`config.mk`:
```
export PLATFORM = sky130hd
export DESIGN_NAME = mem_port_arbiter_flat
export DESIGN_NICKNAME = d
export VERILOG_FILES = /design/src/rtl/mem_port_arbiter_if.sv /design/src/rtl/mem_port_arbiter.sv /design/src/flat_wrapper.sv
export SDC_FILE = /design/constraint.sdc
export NUM_CORES = 1
export LEC_CHECK = 0
export CAP_MARGIN = 20
export CORE_AREA = 3 3 204 206
export CTS_CLUSTER_DIAMETER = 100
export DETAILED_ROUTE_END_ITERATION = 10
export DIE_AREA = 0 0 207 209
export GPL_ROUTABILITY_DRIVEN = 0
export MAX_ROUTING_LAYER = met4
export PLACE_DENSITY_LB_ADDON = 0.1
export REMOVE_ABC_BUFFERS = 1
export SYNTH_ARGS = -nofsm -noshare
export SYNTH_HDL_FRONTEND = slang
export SYNTH_SLANG_ARGS = --single-unit
```
`constraint.sdc`:
```
create_clock -name clk -period 9.85 [get_ports clk]
set_clock_uncertainty 0.1 [all_clocks]
set_input_delay 1.97 -clock clk [delete_from_list [all_inputs] [get_ports clk]]
set_output_delay 1.97 -clock clk [all_outputs]
set_load 0.02 [all_outputs]
```
`src/rtl/mem_port_arbiter_if.sv`:
```
// Bundles the fetch port, the load/store port and the memory bus that the arbiter sits between.
// slave is the arbiter's view; master is the requesters-plus-memory side.
interface mem_port_arbiter_if #(
  parameter int ADDR_WIDTH = 64,
  parameter int DATA_WIDTH = 64
);
  logic                  f_req;
  logic [ADDR_WIDTH-1:0] f_addr;
  logic                  f_done;
  logic [DATA_WIDTH-1:0] f_rdata;

  logic                  d_req;
  logic [1:0]            d_access;
  logic [2:0]            d_size;
  logic [ADDR_WIDTH-1:0] d_addr;
  logic [DATA_WIDTH-1:0] d_wdata;
  logic                  d_done;
  logic [DATA_WIDTH-1:0] d_rdata;
  logic                  err;

  logic                  mem_req;
  logic                  mem_write;
  logic [2:0]            mem_size;
  logic [ADDR_WIDTH-1:0] mem_addr;
  logic [DATA_WIDTH-1:0] mem_wdata;
  logic                  mem_ack;
  logic                  mem_rvalid;
  logic [DATA_WIDTH-1:0] mem_rdata;

  modport slave (
    input  f_req, f_addr, d_req, d_access, d_size, d_addr, d_wdata,
           mem_ack, mem_rvalid, mem_rdata,
    output f_done, f_rdata, d_done, d_rdata, err,
           mem_req, mem_write, mem_size, mem_addr, mem_wdata
  );

  modport master (
    output f_req, f_addr, d_req, d_access, d_size, d_addr, d_wdata,
           mem_ack, mem_rvalid, mem_rdata,
    input  f_done, f_rdata, d_done, d_rdata, err,
           mem_req, mem_write, mem_size, mem_addr, mem_wdata
  );
endinterface

```
`src/rtl/mem_port_arbiter.sv`:
```
// Round-robin arbiter sharing one memory port between instruction fetch and load/store,
// one transaction outstanding, with a response timeout that aborts a dead memory access.
module mem_port_arbiter #(
  parameter int ADDR_WIDTH = 64,
  parameter int DATA_WIDTH = 64,
  parameter int TIMEOUT    = 255
) (
  input logic clk,
  input logic reset,
  mem_port_arbiter_if.slave bus
);
  localparam logic [1:0] MEM_NO_ACCESS = 2'd0;
  localparam logic [1:0] MEM_WRITE     = 2'd2;
  localparam logic [2:0] MEM_WORD      = 3'd2;
  localparam int         CNT_W         = $clog2(TIMEOUT + 1);
  localparam logic [CNT_W-1:0] CNT_LAST = CNT_W'(TIMEOUT - 1);
  localparam logic [CNT_W-1:0] CNT_MAX  = CNT_W'(TIMEOUT);

  typedef enum logic [1:0] {S_IDLE, S_REQ, S_WAIT, S_DONE} state_t;

  state_t                state_q, state_d;
  logic                  owner_q, owner_d;   // 1 = data path owns the bus
  logic                  last_q, last_d;     // 1 = data was granted last
  logic [CNT_W-1:0]      cnt_q, cnt_d;
  logic [ADDR_WIDTH-1:0] addr_q, addr_d;
  logic [2:0]            size_q, size_d;
  logic                  write_q, write_d;
  logic [DATA_WIDTH-1:0] wdata_q, wdata_d;
  logic [DATA_WIDTH-1:0] rdata_q, rdata_d;
  logic                  err_q, err_d;

  logic d_valid;
  logic grant_d;

  always_ff @(posedge clk or posedge reset) begin
    if (reset) begin
      state_q <= S_IDLE;
      owner_q <= 1'b0;
      last_q  <= 1'b0;
      cnt_q   <= '0;
      addr_q  <= '0;
      size_q  <= '0;
      write_q <= 1'b0;
      wdata_q <= '0;
      rdata_q <= '0;
      err_q   <= 1'b0;
    end else begin
      state_q <= state_d;
      owner_q <= owner_d;
      last_q  <= last_d;
      cnt_q   <= cnt_d;
      addr_q  <= addr_d;
      size_q  <= size_d;
      write_q <= write_d;
      wdata_q <= wdata_d;
      rdata_q <= rdata_d;
      err_q   <= err_d;
    end
  end

  always_comb begin
    state_d = state_q;
    owner_d = owner_q;
    last_d  = last_q;
    cnt_d   = cnt_q;
    addr_d  = addr_q;
    size_d  = size_q;
    write_d = write_q;
    wdata_d = wdata_q;
    rdata_d = rdata_q;
    err_d   = err_q;
    d_valid = bus.d_req && (bus.d_access != MEM_NO_ACCESS);
    // Data wins when alone, or when both ask and fetch was served last.
    grant_d = d_valid && (!bus.f_req || !last_q);

    unique case (state_q)
      S_IDLE: begin
        if (bus.f_req || d_valid) begin
          owner_d = grant_d;
          last_d  = grant_d;
          state_d = S_REQ;
          if (grant_d) begin
            addr_d  = bus.d_addr;
            size_d  = bus.d_size;
            write_d = (bus.d_access == MEM_WRITE);
            wdata_d = (bus.d_access == MEM_WRITE) ? bus.d_wdata : '0;
          end else begin
            addr_d  = bus.f_addr;
            size_d  = MEM_WORD;
            write_d = 1'b0;
            wdata_d = '0;
          end
        end
      end
      S_REQ: begin
        if (bus.mem_ack) begin
          cnt_d   = '0;
          state_d = S_WAIT;
        end
      end
      S_WAIT: begin
        if (cnt_q != CNT_MAX) cnt_d = cnt_q + CNT_W'(1);
        if (bus.mem_rvalid) begin
          rdata_d = write_q ? '0 : bus.mem_rdata;
          err_d   = 1'b0;
          state_d = S_DONE;
        end else if (cnt_q == CNT_LAST) begin
          rdata_d = '0;
          err_d   = 1'b1;
          state_d = S_DONE;
        end
      end
      S_DONE: begin
        state_d = S_IDLE;
      end
      default: state_d = S_IDLE;
    endcase
  end

  assign bus.mem_req   = (state_q == S_REQ);
  assign bus.mem_write = write_q;
  assign bus.mem_size  = size_q;
  assign bus.mem_addr  = addr_q;
  assign bus.mem_wdata = wdata_q;
  assign bus.f_done    = (state_q == S_DONE) && !owner_q;
  assign bus.d_done    = (state_q == S_DONE) && owner_q;
  assign bus.err       = (state_q == S_DONE) && err_q;
  assign bus.f_rdata   = bus.f_done ? rdata_q : '0;
  assign bus.d_rdata   = bus.d_done ? rdata_q : '0;
endmodule

```
`src/flat_wrapper.sv`:
```
// flat-port wrapper written by rule: the top's interface ports become plain ports
module mem_port_arbiter_flat 
#(
  parameter int ADDR_WIDTH = 64,
  parameter int DATA_WIDTH = 64,
  parameter int TIMEOUT    = 255
)
  (clk, reset, bus_f_req, bus_f_addr, bus_d_req, bus_d_access, bus_d_size, bus_d_addr, bus_d_wdata, bus_mem_ack, bus_mem_rvalid, bus_mem_rdata, bus_f_done, bus_f_rdata, bus_d_done, bus_d_rdata, bus_err, bus_mem_req, bus_mem_write, bus_mem_size, bus_mem_addr, bus_mem_wdata);
  mem_port_arbiter_if #(.ADDR_WIDTH(ADDR_WIDTH), .DATA_WIDTH(DATA_WIDTH)) bus_i ();
  input logic clk;
  input logic reset;
  input wire logic [$bits(bus_i.f_req)-1:0] bus_f_req;
  input wire logic [$bits(bus_i.f_addr)-1:0] bus_f_addr;
  input wire logic [$bits(bus_i.d_req)-1:0] bus_d_req;
  input wire logic [$bits(bus_i.d_access)-1:0] bus_d_access;
  input wire logic [$bits(bus_i.d_size)-1:0] bus_d_size;
  input wire logic [$bits(bus_i.d_addr)-1:0] bus_d_addr;
  input wire logic [$bits(bus_i.d_wdata)-1:0] bus_d_wdata;
  input wire logic [$bits(bus_i.mem_ack)-1:0] bus_mem_ack;
  input wire logic [$bits(bus_i.mem_rvalid)-1:0] bus_mem_rvalid;
  input wire logic [$bits(bus_i.mem_rdata)-1:0] bus_mem_rdata;
  output wire logic [$bits(bus_i.f_done)-1:0] bus_f_done;
  output wire logic [$bits(bus_i.f_rdata)-1:0] bus_f_rdata;
  output wire logic [$bits(bus_i.d_done)-1:0] bus_d_done;
  output wire logic [$bits(bus_i.d_rdata)-1:0] bus_d_rdata;
  output wire logic [$bits(bus_i.err)-1:0] bus_err;
  output wire logic [$bits(bus_i.mem_req)-1:0] bus_mem_req;
  output wire logic [$bits(bus_i.mem_write)-1:0] bus_mem_write;
  output wire logic [$bits(bus_i.mem_size)-1:0] bus_mem_size;
  output wire logic [$bits(bus_i.mem_addr)-1:0] bus_mem_addr;
  output wire logic [$bits(bus_i.mem_wdata)-1:0] bus_mem_wdata;
  assign bus_i.f_req = bus_f_req;
  assign bus_i.f_addr = bus_f_addr;
  assign bus_i.d_req = bus_d_req;
  assign bus_i.d_access = bus_d_access;
  assign bus_i.d_size = bus_d_size;
  assign bus_i.d_addr = bus_d_addr;
  assign bus_i.d_wdata = bus_d_wdata;
  assign bus_i.mem_ack = bus_mem_ack;
  assign bus_i.mem_rvalid = bus_mem_rvalid;
  assign bus_i.mem_rdata = bus_mem_rdata;
  assign bus_f_done = bus_i.f_done;
  assign bus_f_rdata = bus_i.f_rdata;
  assign bus_d_done = bus_i.d_done;
  assign bus_d_rdata = bus_i.d_rdata;
  assign bus_err = bus_i.err;
  assign bus_mem_req = bus_i.mem_req;
  assign bus_mem_write = bus_i.mem_write;
  assign bus_mem_size = bus_i.mem_size;
  assign bus_mem_addr = bus_i.mem_addr;
  assign bus_mem_wdata = bus_i.mem_wdata;
  mem_port_arbiter #(.ADDR_WIDTH(ADDR_WIDTH), .DATA_WIDTH(DATA_WIDTH), .TIMEOUT(TIMEOUT)) u_core (.clk(clk), .reset(reset), .bus(bus_i));
endmodule
```
==> insert_results.sql <==
INSERT INTO impl_metrics (metric_group, metric, value, unit) VALUES
('worst_setup_path', 'setup.worst_path.class', 'flop to output port', ''),
('clocking', 'tritoncts_clock_tree', 'built', ''),
('synthesis', 'seq_area_frac_synth', '53.1', '%'),
('die', 'die-height', '209', 'um'),
('grt', 'grt_util_all_layers', '17.8', '%'),
('routing', 'routed_via_density', '4.52', ''),
('worst_setup_path', 'max_stage_delay', '0.77', 'ns'),
('sta', 'whs', '0.377', 'ns'),
('sta', 'totalNegativeSetupSlack', '0', 'ns'),
('die', 'start_util', '24.6', '%'),
('routing', 'drt_first_iter_violations', '466', ''),
('cells_and_area', 'sequential_cell_area', '5210', 'sq um'),
('pwr', 'vdd_drop_max', '0.170', 'mV'),
('die', 'fp-row-count', '73', ''),
('pwr', 'leakagePower', '0.00761', 'uW'),
('worst_setup_path', 'worstPathCellList', 'nor2b_4 -> buf_16 -> and2_1 -> clkdlybuf4s50_1', ''),
('grt', 'number_of_global_route_vias_before_repair', '9037', ''),
('worst_setup_path', 'launching_point_of_the_worst_reg2reg_path', 'u_core.state_q[0]$_DFFE_PP0P_', ''),
('clocking', 'cts.sink_count', '208', ''),
('clocking', 'cts_hold_buf', '0', ''),
('clocking', 'numCtsBuffers', '25', ''),
('synthesis', 'synth_async_sr_flop_share', '100', '%'),
('synthesis', 'synth_most_common_cell', 'sky130_fd_sc_hd__dfrtp_1', ''),
('synthesis', 'netlist_instances', '887', ''),
('routing', 'routed_wl', '39000', 'um'),
('synthesis', 'synthDominantAreaCellType', 'sky130_fd_sc_hd__dfrtp_1', ''),
('synthesis', 'postSynth.topFlopCell', 'sky130_fd_sc_hd__dfrtp_1', ''),
('worst_setup_path', 'reg2reg_depth', '7', ''),
('sta', 'max_freq', '0.198', 'GHz'),
('place', 'place_worst_setup_slack', '4.49', 'ns'),
('sta', 'grt_setup_unrepaired', 'no', ''),
('clocking', 'cts.repair.resized', '0', ''),
('routing', 'ant_nets', '0', ''),
('sta', 'setup_violations', '0', ''),
('outcome', 'violations', 'DRC', ''),
('worst_setup_path', 'critPathRequiredTime', '7.78', 'ns'),
('synthesis', 'synth_area_per_cell', '11.1', 'sq um'),
('clocking', 'h_tree_depth', '1', ''),
('cells_and_area', 'nNetsFinal', '1644', ''),
('sta', 'final_critical_path_setup_slack', '4.80', 'ns'),
('worst_setup_path', 'arrival', '2.98', 'ns'),
('worst_setup_path', 'ff2ff_setup_slack', '6.63', 'ns'),
('grt', 'grt_start_max_net_pins', '198', ''),
('worst_setup_path', 'timing.critical_path.from_type', 'flop', ''),
('outcome', 'run_status', 'finished, violations left', ''),
('worst_setup_path', 'worst_setup_path_startpoint', 'u_core.last_q$_DFFE_PP0P_', ''),
('die', 'fp.coreArea', '39800', 'sq um'),
('worst_setup_path', 'rr_endpoint', 'u_core.cnt_q[3]$_DFFE_PP0P_', ''),
('worst_setup_path', 'slowest_stage', 'sky130_fd_sc_hd__dfrtp_2', ''),
('worst_hold_path', 'beginning_of_the_worst_hold_path', 'u_core.bus.mem_addr[27]$_DFFE_PP0P_', ''),
('cells_and_area', 'layout.filler_cells', '3967', ''),
('die', 'design.die.area', '43300', 'sq um'),
('sta', 'period_needed', '5.05', 'ns'),
('routing', 'route.vias.total', '8666', ''),
('synthesis', 'netlist_area', '9810', 'sq um'),
('synthesis', 'number_of_enable_flip_flop_cells_after_synthesis', '0', ''),
('synthesis', 'ys.warnings.count', '0', ''),
('clocking', 'worst_setup_hold_path_clk_slew', '0.06', 'ns'),
('cells_and_area', 'flow.area_growth_from_synthesis', '67.2', '%'),
('grt', 'first_pass_grt_wire_length', '58800', 'um'),
('worst_setup_path', 'timing.critical_path.fanout_max', '68', ''),
('clocking', 'clock_latency', '0.53', 'ns'),
('sta', 'worst_slew_margin_rel', '27.9', '%'),
('sta', 'transition_time_at_the_pin_with_the_least_slew_margin', '1.08', 'ns'),
('routing', 'drc', '4', ''),
('cells_and_area', 'multi_input_gate_area_in_the_final_layout', '4230', 'sq um'),
('synthesis', 'yosys.cell_types.count', '39', ''),
('worst_setup_path', 'worst_setup_path_end_kind', 'output port', ''),
('die', 'die_width', '207', 'um'),
('synthesis', 'synth-seq-cells', '208', ''),
('flow_run', 'max_cap_viol_count', '0', '');
[cells in the final DEF, fill, tap and decap left out, types with 2 or more instances in the layout]
cell type	n
sky130_fd_sc_hd__nand2_1	80
sky130_fd_sc_hd__a21o_1	65
sky130_fd_sc_hd__a21oi_1	3
sky130_fd_sc_hd__diode_2	5
sky130_fd_sc_hd__ha_2	2
sky130_fd_sc_hd__clkbuf_8	6
sky130_fd_sc_hd__bufinv_16	2
sky130_fd_sc_hd__mux2i_1	64
sky130_fd_sc_hd__and2_1	66
sky130_fd_sc_hd__buf_4	9
sky130_fd_sc_hd__buf_12	2
sky130_fd_sc_hd__nor2_1	2
sky130_fd_sc_hd__and4b_1	64
sky130_fd_sc_hd__clkbuf_16	25
sky130_fd_sc_hd__inv_1	6
sky130_fd_sc_hd__clkinv_2	4
sky130_fd_sc_hd__nand4_1	3
sky130_fd_sc_hd__nand3_1	12
sky130_fd_sc_hd__a32o_1	2
sky130_fd_sc_hd__clkdlybuf4s50_1	529
sky130_fd_sc_hd__and3_1	65
sky130_fd_sc_hd__clkbuf_1	6
sky130_fd_sc_hd__o21ai_0	66
sky130_fd_sc_hd__dfrtp_1	206
sky130_fd_sc_hd__o21ai_4	2
sky130_fd_sc_hd__or4b_2	3
sky130_fd_sc_hd__mux2_2	2
sky130_fd_sc_hd__ha_1	5
sky130_fd_sc_hd__dfrtp_2	2
sky130_fd_sc_hd__a22o_1	64
[cell families (layout without fill, tap and decap cells)]
kind of cell	after synthesis	in the layout	share of synthesized area [%]
muxes	66	66	6.76
buffers and inverters	93	594	4.23
adders and majority gates	7	7	0.893
DFF	208	208	53.1
other	0	5	0
AOI/OAI and AO/OA	211	211	15.4
and+or+nand+nor	302	302	19.7
[how the worst max path moves through the flow]
stage	end	slack, ns	cells past startpoint
4_1_cts	bus_f_rdata[22]	3.91	4
3_3_place_gp	bus_f_rdata[0]	4.69	4
5_1_grt	bus_f_rdata[51]	4.55	4
2_1_floorplan	u_core.bus.mem_addr[0]$_DFFE_PP0P_	2.10	1
6_report	bus_f_rdata[22]	4.80	4
3_5_place_dp	bus_f_rdata[22]	4.49	4
[critical path, delay by kind of cell, from the launching register on]
family	cells	cell delay, ns
buffers and inverters	2	0.85
DFF	1	0.77
and+or+nand+nor	2	0.82
[final cells by class]
| cell class | instances | share of cell area, % |
|---|---|---|
| diodes | 5 | 0.0763 |
| repair buffers | 542 | 33.1 |
| multi-input cells | 586 | 25.8 |
| flip-flops and latches | 208 | 31.8 |
| clock buffers | 37 | 4.46 |
| clock inverters | 8 | 0.595 |
| well taps | 525 | 4.01 |
| inverters | 7 | 0.206 |
[per-stage QoR]
stage	total power, uW	utilization, %	std cells
finish	4380	41.2	1918
global route	4680	41.2	1918
CTS	4450	41.0	1911
detailed placement	3480	39.0	1866
global placement	3470	39.0	1866
floorplan	2420	-	801
[layer usage]
layer,vias up,global-route usage (%),share of wire [%]
met2,338,29.8,49
met5,-,-,0
met1,4105,21.1,41
met3,42,6.13,9.2
li1,4181,-,-
met4,0,2.83,1.3
[sequential cells by signal, indices dropped and copies added, names as in the netlist]
signal,count
u_core.cnt_q,8
u_core.bus.mem_write,1
u_core.bus.mem_size,3
u_core.last_q,1
u_core.err_q,1
u_core.bus.mem_wdata,64
u_core.bus.mem_addr,64
u_core.rdata_q,64
u_core.state_q,2
[power breakdown]
group          internal [uW]  total, uW  switching, uW
clock                    564        936            371
sequential              1190       1470            274
combinational            936       1980           1050
total                   2690       4380           1690
Note: power is estimated with default switching activity, not from simulation.
